## config.mk

```make
export PLATFORM = sky130hd
export DESIGN_NAME = rom_port_arbiter
export DESIGN_NICKNAME = d
export VERILOG_FILES = /design/src/rtl/rom_port_arbiter.sv
export SDC_FILE = /design/constraint.sdc
export NUM_CORES = 1
export LEC_CHECK = 0
export ABC_AREA = 1
export CAP_MARGIN = 20
export CORE_MARGIN = 3
export CORE_UTILIZATION = 24
export DETAILED_ROUTE_END_ITERATION = 8
export GPL_TIMING_DRIVEN = 0
export PLACE_DENSITY = 0.47
export REMOVE_ABC_BUFFERS = 1
export SYNTH_ARGS = -nofsm -noshare
export SYNTH_HDL_FRONTEND = slang
export SYNTH_SLANG_ARGS = --single-unit
```

## constraint.sdc

```tcl
create_clock -name clk_sys -period 1.45 [get_ports clk_sys]
set_input_delay 0.145 -clock clk_sys [delete_from_list [all_inputs] [get_ports clk_sys]]
set_output_delay 0.145 -clock clk_sys [all_outputs]
set_load 0.03 [all_outputs]
```

## src/rtl/rom_port_arbiter.sv

```systemverilog
// rom_port_arbiter: shares one single-port synchronous ROM RAM between the
// download writer and the main/sound CPU fetch ports. Writes have fixed
// priority through a one-entry buffer; reads are arbitrated round-robin.
// Optional feature macro: ROM_ARB_HOLD_EN (per-port last-address hit path).
module rom_port_arbiter #(
  parameter int ADDR_W  = 16,
  parameter int DATA_W  = 8,
  parameter int RAM_LAT = 1
) (
  input  logic              clk_sys,
  input  logic              reset,
  input  logic              dl_wr,
  input  logic [ADDR_W-1:0] dl_addr,
  input  logic [DATA_W-1:0] dl_data,
  output logic              dl_pending,
  output logic              dl_ovf,
  input  logic              cpu_req,
  input  logic [ADDR_W-1:0] cpu_addr,
  output logic              cpu_ack,
  output logic [DATA_W-1:0] cpu_data,
  input  logic              snd_req,
  input  logic [ADDR_W-1:0] snd_addr,
  output logic              snd_ack,
  output logic [DATA_W-1:0] snd_data,
  output logic [ADDR_W-1:0] ram_addr,
  output logic              ram_we,
  output logic [DATA_W-1:0] ram_d,
  input  logic [DATA_W-1:0] ram_q
);

  typedef enum logic [1:0] {
    ST_IDLE = 2'd0,
    ST_WR   = 2'd1,
    ST_RD   = 2'd2,
    ST_ACK  = 2'd3
  } state_t;

  // RD lasts RAM_LAT+1 cycles: address cycle plus the RAM's own latency.
  localparam logic [1:0] LAST_RD_CNT = 2'(RAM_LAT);

  state_t            state_q, state_d;
  logic              buf_vld_q, buf_vld_d;
  logic [ADDR_W-1:0] buf_addr_q, buf_addr_d;
  logic [DATA_W-1:0] buf_data_q, buf_data_d;
  logic              ovf_q, ovf_d;
  logic              rr_snd_q, rr_snd_d;     // 1: sound port was granted last
  logic              gnt_snd_q, gnt_snd_d;   // port owning the current read
  logic [1:0]        cnt_q, cnt_d;
  logic [ADDR_W-1:0] ram_addr_q, ram_addr_d;
  logic              ram_we_q, ram_we_d;
  logic [DATA_W-1:0] ram_d_q, ram_d_d;
  logic [DATA_W-1:0] cpu_data_q, cpu_data_d;
  logic [DATA_W-1:0] snd_data_q, snd_data_d;
  logic              cpu_ack_q, cpu_ack_d;
  logic              snd_ack_q, snd_ack_d;

  logic              pick_snd_s;
  logic [ADDR_W-1:0] pick_addr_s;
  logic              hit_s;
  logic              drain_s;
  logic              rd_done_s;

  assign rd_done_s = (state_q == ST_RD) && (cnt_q == LAST_RD_CNT);

`ifdef ROM_ARB_HOLD_EN
  logic              cpu_hv_q, cpu_hv_d;
  logic [ADDR_W-1:0] cpu_ha_q, cpu_ha_d;
  logic              snd_hv_q, snd_hv_d;
  logic [ADDR_W-1:0] snd_ha_q, snd_ha_d;
`endif

  // Read-port selection: single requester wins, ties go to the port not granted last.
  always_comb begin
    pick_snd_s  = snd_req & (~cpu_req | ~rr_snd_q);
    pick_addr_s = pick_snd_s ? snd_addr : cpu_addr;
`ifdef ROM_ARB_HOLD_EN
    if (pick_snd_s) begin
      hit_s = snd_hv_q && (snd_ha_q == pick_addr_s);
    end else begin
      hit_s = cpu_hv_q && (cpu_ha_q == pick_addr_s);
    end
`else
    hit_s = 1'b0;
`endif
  end

  // Arbiter FSM next state and registered RAM/ack/data outputs.
  always_comb begin
    state_d    = state_q;
    rr_snd_d   = rr_snd_q;
    gnt_snd_d  = gnt_snd_q;
    cnt_d      = cnt_q;
    ram_addr_d = ram_addr_q;
    ram_we_d   = 1'b0;
    ram_d_d    = ram_d_q;
    cpu_data_d = cpu_data_q;
    snd_data_d = snd_data_q;
    cpu_ack_d  = 1'b0;
    snd_ack_d  = 1'b0;
    drain_s    = 1'b0;
    case (state_q)
      ST_IDLE: begin
        if (buf_vld_q) begin
          state_d    = ST_WR;
          ram_addr_d = buf_addr_q;
          ram_d_d    = buf_data_q;
          ram_we_d   = 1'b1;
          drain_s    = 1'b1;
        end else if (cpu_req || snd_req) begin
          rr_snd_d  = pick_snd_s;
          gnt_snd_d = pick_snd_s;
          if (hit_s) begin
            state_d   = ST_ACK;
            cpu_ack_d = ~pick_snd_s;
            snd_ack_d = pick_snd_s;
          end else begin
            state_d    = ST_RD;
            ram_addr_d = pick_addr_s;
            cnt_d      = 2'd0;
          end
        end else begin
          state_d = ST_IDLE;
        end
      end
      ST_WR: begin
        state_d = ST_IDLE;
      end
      ST_RD: begin
        if (rd_done_s) begin
          state_d = ST_ACK;
          if (gnt_snd_q) begin
            snd_data_d = ram_q;
            snd_ack_d  = 1'b1;
          end else begin
            cpu_data_d = ram_q;
            cpu_ack_d  = 1'b1;
          end
        end else begin
          cnt_d = cnt_q + 2'd1;
        end
      end
      ST_ACK: begin
        state_d = ST_IDLE;
      end
      default: begin
        state_d = ST_IDLE;
      end
    endcase
  end

  // Single-entry download buffer; a write arriving while it is full and not draining is lost.
  always_comb begin
    buf_vld_d  = buf_vld_q;
    buf_addr_d = buf_addr_q;
    buf_data_d = buf_data_q;
    ovf_d      = ovf_q;
    if (dl_wr) begin
      if (!buf_vld_q || drain_s) begin
        buf_vld_d  = 1'b1;
        buf_addr_d = dl_addr;
        buf_data_d = dl_data;
      end else begin
        ovf_d = 1'b1;
      end
    end else if (drain_s) begin
      buf_vld_d = 1'b0;
    end else begin
      buf_vld_d = buf_vld_q;
    end
  end

  // State and datapath registers with synchronous reset.
  always_ff @(posedge clk_sys) begin
    if (reset) begin
      state_q    <= ST_IDLE;
      buf_vld_q  <= 1'b0;
      buf_addr_q <= {ADDR_W{1'b0}};
      buf_data_q <= {DATA_W{1'b0}};
      ovf_q      <= 1'b0;
      rr_snd_q   <= 1'b1;
      gnt_snd_q  <= 1'b0;
      cnt_q      <= 2'd0;
      ram_addr_q <= {ADDR_W{1'b0}};
      ram_we_q   <= 1'b0;
      ram_d_q    <= {DATA_W{1'b0}};
      cpu_data_q <= {DATA_W{1'b0}};
      snd_data_q <= {DATA_W{1'b0}};
      cpu_ack_q  <= 1'b0;
      snd_ack_q  <= 1'b0;
    end else begin
      state_q    <= state_d;
      buf_vld_q  <= buf_vld_d;
      buf_addr_q <= buf_addr_d;
      buf_data_q <= buf_data_d;
      ovf_q      <= ovf_d;
      rr_snd_q   <= rr_snd_d;
      gnt_snd_q  <= gnt_snd_d;
      cnt_q      <= cnt_d;
      ram_addr_q <= ram_addr_d;
      ram_we_q   <= ram_we_d;
      ram_d_q    <= ram_d_d;
      cpu_data_q <= cpu_data_d;
      snd_data_q <= snd_data_d;
      cpu_ack_q  <= cpu_ack_d;
      snd_ack_q  <= snd_ack_d;
    end
  end

`ifdef ROM_ARB_HOLD_EN
  // Last-address tags: set when a RAM read completes, wiped by any RAM write.
  always_comb begin
    cpu_hv_d = cpu_hv_q;
    cpu_ha_d = cpu_ha_q;
    snd_hv_d = snd_hv_q;
    snd_ha_d = snd_ha_q;
    if (state_q == ST_WR) begin
      cpu_hv_d = 1'b0;
      snd_hv_d = 1'b0;
    end else if (rd_done_s) begin
      if (gnt_snd_q) begin
        snd_hv_d = 1'b1;
        snd_ha_d = ram_addr_q;
      end else begin
        cpu_hv_d = 1'b1;
        cpu_ha_d = ram_addr_q;
      end
    end else begin
      cpu_hv_d = cpu_hv_q;
    end
  end

  // Last-address tag registers.
  always_ff @(posedge clk_sys) begin
    if (reset) begin
      cpu_hv_q <= 1'b0;
      cpu_ha_q <= {ADDR_W{1'b0}};
      snd_hv_q <= 1'b0;
      snd_ha_q <= {ADDR_W{1'b0}};
    end else begin
      cpu_hv_q <= cpu_hv_d;
      cpu_ha_q <= cpu_ha_d;
      snd_hv_q <= snd_hv_d;
      snd_ha_q <= snd_ha_d;
    end
  end
`endif

  assign dl_pending = buf_vld_q;
  assign dl_ovf     = ovf_q;
  assign cpu_ack    = cpu_ack_q;
  assign cpu_data   = cpu_data_q;
  assign snd_ack    = snd_ack_q;
  assign snd_data   = snd_data_q;
  assign ram_addr   = ram_addr_q;
  assign ram_we     = ram_we_q;
  assign ram_d      = ram_d_q;

endmodule

```

* Word level (Yosys, flattened, before mapping)
Cells that the tools add are included.
** Word-level totals
- Input bits :: 69
- Register bits after elaboration :: 75
** Operators by class
- Eq/ne operators :: 9
- Bitwise operators :: 9
- Reductions and logical operators :: 19
- Add/sub/neg operators :: 1
- Multiplexer cells :: 18
** Operators by type and width (number)
- 16-bit 2-to-1 mux :: 3
- 2-bit 2-to-1 mux :: 6
- 2-bit AND reduction :: 5
- 3-bit AND reduction :: 3
- 2-bit inequality test (second input constant) :: 4
- 1-bit 2-to-1 mux :: 7
- 1-bit inverter :: 7
- 2-bit one-hot mux with 3 select lines :: 1
- 2-bit nonzero test :: 3
- 2-bit by 1-bit equality test with 1-bit output (second input constant) :: 2
- 2-bit equality test (second input constant) :: 2
- 2-bit one-hot mux with 2 select lines :: 1
- 4-bit AND reduction :: 1
- 3-bit OR reduction :: 1
- 2-bit by 1-bit adder with 2-bit output (second input constant) :: 1
- 2-bit logical NOT :: 1
- 1-bit logical OR :: 2
- 2-bit by 1-bit inequality test with 1-bit output (second input constant) :: 1
- 2-bit OR reduction :: 1
- 1-bit AND :: 1
- 1-bit logical AND :: 1
- 1-bit logical NOT :: 1
- 1-bit OR :: 1

* Longest topological paths before layout
Gate-level depths: netlist of run 1.
- Depth in word-level cells :: 6
- Depth in mapped cells :: 8

* Least setup slack after synthesis of run 1
Ideal clock, no wire load.
- Kind :: register to register
- Start :: reg buf_vld_q, in the netlist dl_pending
- End :: reg ram_d_q[0], in the netlist ram_d[0]
- Arrival time :: 1.211 ns
- Cell stages (with the launch flop) :: 6
- Library setup time :: 0.116 ns
- Clock period less this slack :: 1.327 ns
- Slack :: 0.123 ns
- Cell sequence :: dfxtp_1 -> buf_4 -> nand2_1 -> buf_2 -> o21ai_0 -> nor2_1
** Between the ends
- Longest elaborated chain between the ends :: 1
** RTL lines
- from (decl) :: line 42 : logic buf_vld_q, buf_vld_d;
- from (signal assigned) :: line 192 : buf_vld_q <= buf_vld_d;
- 2-bit AND reduction (no line)
- to (signal assigned) :: line 185 : ram_d_q <= {DATA_W{1'b0}};
- to (signal assigned) :: line 201 : ram_d_q <= ram_d_d;
- to (decl) :: line 51 : logic [DATA_W-1:0] ram_d_q, ram_d_d;
Every way passes these cells.
A chain may end at the register's enable or synchronous reset.

* Worst setup path in the final report of run 1
- Start :: reg cnt_q[1]
- End :: reg snd_data_q[2], in the netlist snd_data[2]
** Between the ends
- Longest elaborated chain between the ends :: 3
** RTL lines
- from (decl) :: line 48 : logic [1:0] cnt_q, cnt_d;
- from (signal assigned) :: line 198 : cnt_q <= cnt_d;
- 2-bit by 1-bit equality test with 1-bit output :: line 63 : assign rd_done_s = (state_q == ST_RD) && (cnt_q == LAST_RD_CNT);
- 1-bit logical AND :: line 63
- 3-bit AND reduction (no line)
- to (signal assigned) :: line 187 : snd_data_q <= {DATA_W{1'b0}};
- to (signal assigned) :: line 203 : snd_data_q <= snd_data_d;
- to (decl) :: line 53 : logic [DATA_W-1:0] snd_data_q, snd_data_d;
Every way passes these cells.

==> results.txt, run 1 <==
I/O pin count: 114
Cell variety after synth: 24
Layout area overhead: 48.7%
initial antenna violation count: 0
Post-Synth XOR/XNOR Area: 0
number of global-route vias before repair: 3,221
Worst Hold Path EP: buf_data_q[5]$_SDFFE_PP0P_
IO Port Bufs: 113
Final Cycle Share: 0.932
Final Routed Wirelength: 9890 µm
clock sinks: 75
CP Class: register to register
r2r setup slk: 0.1 ns
Power per Cell Area: 1270 mW/mm²
Mapped Area: 0.00336 mm²
maxcap violations: 0
slew margin rel.: 0.648
Hold WS: 0.422 ns
Initial DRC Count: 101
Worst Tran Pin Value: 0.528 ns
Core Area: 0.0135 mm²
half-perimeter wire length after placement: 6520 µm
chip height: 124 µm
Die ar.: 0.0154 mm²
vias per cell: 4.22
CTS tree: built
Worst VDD drop: 0.611 mV
chip width: 124 µm
Pre-antenna DRT Iters: 4
Hold Path Stages: 3
Nets: 656
Synth Area in Simple Gates: 0.313
layout cells sized above 1: 0.0795
Syn Area/Cell: 7.04 µm²
crit path launch type: register
# setup viols final: 0
clk buf depth: 2
clk slew on worst S/H paths: 0.06 ns
max-slew violations: 0
RD Place Congestion: 0.748
Clock Latency Late Sink: 0.34 ns
# hold bufs at CTS: 0
post-synthesis compound-gate area fraction: 0.111
Synth Warn #: 0
global route overflow: 0
first-pass GRT wire length: 16,300 µm
FF+latch count, synth: 75
Critical Path Fanout Max: 5
R2R depth: 7
Final Critical Period: 1.35 ns
initial core utilization: 0.250
via count: 3,234
sequential area share after synthesis: 0.447
reg2reg start: cnt_q[1]$_SDFFE_PP0P_
fmax: 740 MHz
leakage power: 0.00246 µW
post-synthesis adder-cell area fraction: 0.00373
Worst Path Required: 1.72 ns
Worst EP arrival: 1.62 ns
largest family of logic cells by synthesized area: simple AND/OR/NAND/NOR gates
status: completed
H-tree Lvls: 3
final hold viol count: 0
synthesized instance count: 477
n_diodes: 0
GRT Total Usage: 0.131
row count: 42
hold path start: dl_data[5]
Final ANT Viol Nets: 0
Setup crit end kind: register
Pwr Total: 6320 µW
final clock skew: 0.00741 ns
HP Class: input pin to register
CTS root buffer: clkbuf_16
post-synthesis mux area share: 0
WL/cell: 12.9 µm
cts bufs inserted: 9
residual DRC count: 0
worst flop-to-flop path endpoint: snd_data[2]$_SDFFE_PP0P_
largest net degree at the start of global routing: 53
worst max-delay path by stage:
stage | endpoint | start | slack (ns)
4_1_cts | cpu_data[0]$_SDFFE_PP0P_ | cnt_q[1]$_SDFFE_PP0P_ | 0.006
3_5_place_dp | ram_addr[5]$_SDFFE_PP0P_ | dl_pending$_SDFFE_PP0P_ | -0.92
2_1_floorplan | ram_addr[0]$_SDFFE_PP0P_ | dl_pending$_SDFFE_PP0P_ | -0.41
5_1_grt | buf_addr_q[14]$_SDFFE_PP0P_ | state_q[1]$_SDFFE_PP0P_ | -0.003
6_report | snd_data[2]$_SDFFE_PP0P_ | cnt_q[1]$_SDFFE_PP0P_ | 0.1
3_3_place_gp | buf_addr_q[13]$_SDFFE_PP0P_ | reset | -1.31
flip-flops by register name, summed over array words and instances (netlist names), 2 cells and up:
signal      count
buf_addr_q     16
cnt_q           2
buf_data_q      8
ram_d           8
ram_addr       16
state_q         2
snd_data        8
cpu_data        8
power breakdown:
group | leakage [µW] | internal, µW | switching, µW
combinational | 0.00167 | 516 | 771
sequential | 0.000619 | 2250 | 106
clock | 0.000179 | 1820 | 864
layout make-up:
type / count / area (µm²)
inverter: 63 / 253
sequential: 75 / 1510
clock inverter: 4 / 95.1
tap: 176 / 220
clock buffer: 12 / 267
multi-input combinational: 315 / 1480
timing repair buffer: 122 / 1170
fill: 1479 / 8460
routing by layer:
layer / wire length (µm) / track usage / vias to the layer above
met1: 4630 / 0.166 / 1444
met4: 85 / 0.0445 / 0
met3: 565 / 0.0472 / 6
met2: 4610 / 0.209 / 88
met5: 0 / 0 / -
li1: - / - / 1696
worst max-delay path, cell delays in order, from the launching register on:
cell	delay, ns
dfxtp_1	0.29
inv_1	0.07
ha_2	0.22
nand3_4	0.14
nor2_4	0.24
buf_12	0.14
o21ai_0	0.07
nor2_1	0.11
cells in the mapped netlist:
| library cell | instances | area, µm² |
|---|---|---|
| nand3b_1 | 16 | 120 |
| o21ai_1 | 9 | 45.0 |
| nand2_1 | 77 | 289 |
| inv_1 | 58 | 218 |
| buf_2 | 6 | 30.0 |
| nand2_2 | 3 | 18.8 |
| buf_6 | 8 | 90.1 |
| inv_2 | 2 | 7.51 |
| inv_4 | 3 | 18.8 |
| clkbuf_1 | 4 | 15.0 |
| o21ai_4 | 1 | 16.3 |
| o21a_1 | 1 | 7.51 |
| ha_1 | 1 | 12.5 |
| nor2_1 | 119 | 447 |
| a21oi_1 | 22 | 110 |
| nand3_2 | 1 | 10.0 |
| nor2_4 | 4 | 45.0 |
| o21ai_0 | 39 | 195 |
| buf_4 | 5 | 37.5 |
| dfxtp_1 | 75 | 1500 |
| nand2_4 | 1 | 11.3 |
| nand4_1 | 3 | 18.8 |
| buf_1 | 1 | 3.75 |
| nand3_1 | 18 | 90.1 |
logic make-up after synthesis:
group / after synthesis
AOI/OAI and AO/OA: 72
adders and majority gates: 1
buffers and inverters: 87
DFF: 75
and+or+nand+nor: 242
cell usage in the layout, fill, tap and decap left out:
cell type          n
a21oi_1           22
buf_12             3
buf_4              6
bufinv_16          3
clkbuf_16          9
clkbuf_2           1
clkbuf_8           3
clkdlybuf4s50_1   67
clkinv_2           1
clkinvlp_4         1
dfxtp_1           73
dfxtp_2            1
dfxtp_4            1
dlygate4sd2_1     45
ha_2               1
inv_1             56
inv_2              2
inv_4              3
inv_6              1
nand2_1           76
nand2_4            4
nand2_8            1
nand3_1           18
nand3_4            1
nand3b_1          16
nand4_1            3
nor2_1           119
nor2_4             4
o21a_1             1
o21ai_0           39
o21ai_1            9
o21ai_4            1
stage by stage:
step	area, µm²	worst slack [ns]	std cells	utilization	TNS [ns]
finish	4990	0.0984	767	0.371	0
global route	4990	-0.00308	767	0.371	-0.00594
CTS	4890	0.00594	760	0.364	0
detailed placement	4550	-0.918	743	0.338	-35.29
global placement	4530	-1.31	742	0.337	-84.74
floorplan	3180	-0.405	453	-	-10.83
what timing repair did:
action                                  in CTS  in global routing
pin swaps                                    0                  2
cloned                                       0                  0
resized for setup                           55                  7
buffers inserted                             1                  7
endpoints found under the setup margin     116                 63
hold endpoints to repair                     0                  0
Note: power is estimated with default switching activity, not from simulation.
==> inputs of run 2 (changes only) <==
--- a/config.mk
+++ b/config.mk
@@ -11,7 +11,7 @@
 export CORE_UTILIZATION = 24
 export DETAILED_ROUTE_END_ITERATION = 8
 export GPL_TIMING_DRIVEN = 0
-export PLACE_DENSITY = 0.47
+export PLACE_DENSITY = 0.6
 export REMOVE_ABC_BUFFERS = 1
 export SYNTH_ARGS = -nofsm -noshare
 export SYNTH_HDL_FRONTEND = slang
==> run 2 against run 1 <==
Wire length is 1.3% higher. First-iteration DRC count is 24% higher. Sequential power is essentially flat. Critical path depth down 6. Core utilization fell by 0.49 points.
==> results.txt, run 2 (same netlist as run 1, synthesis figures left out) <==
status: completed (unchanged)
vias per cell: 4.29 (was 4.22)
Clock Latency Late Sink: 0.33 ns (was 0.34 ns)
Final Cycle Share: 0.951 (was 0.932)
final clock skew: 0.00562 ns (was 0.00741 ns)
global route overflow: 0 (unchanged)
largest net degree at the start of global routing: 58 (was 53)
CTS root buffer: clkbuf_16 (unchanged)
HP Class: input pin to register (unchanged)
CTS tree: built (unchanged)
Crit-path slowest cell: dfxtp_4 (was dfxtp_1)
Hold WS: 0.424 ns (was 0.422 ns)
CP bufs+invs: 1 (was 2)
initial core utilization: 0.250 (unchanged)
Worst VDD drop: 0.475 mV (was 0.611 mV)
Final ANT Viol Nets: 0 (unchanged)
Pre-antenna DRT Iters: 4 (unchanged)
RSZ-0062 raised after global routing: true
residual DRC count: 0 (unchanged)
Layout area overhead: 46.7% (was 48.7%)
clk slew on worst S/H paths: 0.06 ns (about the same)
leakage power: 0.00243 µW (was 0.00246 µW)
Setup WS pre-CTS: -0.895 ns (was -0.918 ns)
row count: 42 (unchanged)
initial antenna violation count: 0 (unchanged)
first-pass GRT wire length: 16,200 µm (was 16,300 µm)
chip height: 124 µm (unchanged)
clk buf depth: 2 (unchanged)
commonest non-fill, non-tap cell in the layout: nor2_1 (unchanged)
via count: 3,276 (was 3,234)
RD Place Congestion: 0.755 (was 0.748)
GRT Total Usage: 0.128 (was 0.131)
WL/cell: 13.1 µm (was 12.9 µm)
layout cells sized above 1: 0.0698 (was 0.0795)
n_diodes: 0 (unchanged)
slew margin rel.: 0.656 (was 0.648)
Nets: 652 (was 656)
Final Routed Wirelength: 10,000 µm (was 9890 µm)
crit path cell chain: dlygate4sd2_1 (was inv_1 > ha_2 > nand3_4 > nor2_4 > buf_12 > o21ai_0 > nor2_1)
# hold bufs at CTS: 0 (unchanged)
maxcap violations: 0 (unchanged)
final cell count without fillers: 763 (was 767)
Worst Path Required: 1.31 ns (was 1.72 ns)
max-slew violations: 0 (unchanged)
Critical Path Fanout Max: 12 (was 5)
cell family with most CP delay: flip-flops (was simple AND/OR/NAND/NOR gates)
final hold viol count: 0 (unchanged)
Worst Tran Pin Value: 0.517 ns (was 0.528 ns)
Die ar.: 0.0154 mm² (unchanged)
fmax: 725 MHz (was 740 MHz)
Power per Cell Area: 1260 mW/mm² (was 1270 mW/mm²)
IO Port Bufs: 113 (unchanged)
crit path launch type: register (unchanged)
cts bufs inserted: 9 (unchanged)
Setup crit end kind: output port (was register)
CP Class: register to output port (was register to register)
Final Critical Period: 1.38 ns (was 1.35 ns)
number of global-route vias before repair: 3,270 (was 3,221)
chip width: 124 µm (unchanged)
most frequent cells in the layout: nor2_1, nand2_1, dfxtp_1 (unchanged)
Cells after DPL: 743 (unchanged)
Util after Layout: 0.366 (was 0.371)
Core Area: 0.0135 mm² (unchanged)
H-tree Lvls: 3 (unchanged)
# setup viols final: 0 (unchanged)
I/O pin count: 114 (unchanged)
Worst EP arrival: 1.23 ns (was 1.62 ns)
Initial DRC Count: 125 (was 101)
clock sinks: 75 (unchanged)
CP peak stage delay: 0.46 ns (was 0.29 ns)
half-perimeter wire length after placement: 6540 µm (was 6520 µm)
setup TNS: 0 ns (unchanged)
Final WS setup: 0.0713 ns (was 0.0984 ns)
Layout fillers: 1,471 (was 1,479)
-- run 2: per-stage QoR --
stage	cell area (µm²)	total power (µW)
after global routing	4930	6530
final	4930	6190
after detailed placement	4550	3730
after floorplan	3180	3130
after global placement	4530	3690
after CTS	4860	6260
-- run 2: area by class of cell --
class	count	area, µm²	area share
tap	176	220	0.0447
multi-input combinational	316	1480	0.301
clock inverter	4	98.8	0.0201
timing repair buffer	117	1120	0.228
inverter	63	258	0.0523
sequential	75	1510	0.306
clock buffer	12	236	0.0480
-- run 2: timing repair --
item                                    CTS  global route
endpoints found under the setup margin  104            48
pin swaps                                 0             3
setup buffers                             1             2
gates cloned                              0             1
resized for setup                        54            10
-- run 2: layer usage --
layer	vias to the layer above	track usage	share of wire
met5	-	0	0
met4	0	0.0406	0.012
met3	9	0.0433	0.075
met2	100	0.211	0.45
met1	1481	0.158	0.46
li1	1686	-	-
-- run 2: final timing paths --
| kind | start | end | slack, ns | cells past startpoint |
|---|---|---|---|---|
| setup / recovery | dl_pending$_SDFFE_PP0P_ | dl_pending | 0.07 | 1 |
| hold / removal | ram_q[6] | snd_data[6]$_SDFFE_PP0P_ | 0.42 | 3 |
| setup reg to reg | cnt_q[1]$_SDFFE_PP0P_ | snd_data[7]$_SDFFE_PP0P_ | 0.11 | 7 |
| hold reg to reg | buf_data_q[2]$_SDFFE_PP0P_ | buf_data_q[2]$_SDFFE_PP0P_ | 0.48 | 2 |
-- run 2: power by group --
part / internal [µW] / switching, µW / total, µW
Combinational: 507 / 782 / 1290
Sequential: 2250 / 111 / 2360
Clock: 1690 / 851 / 2540
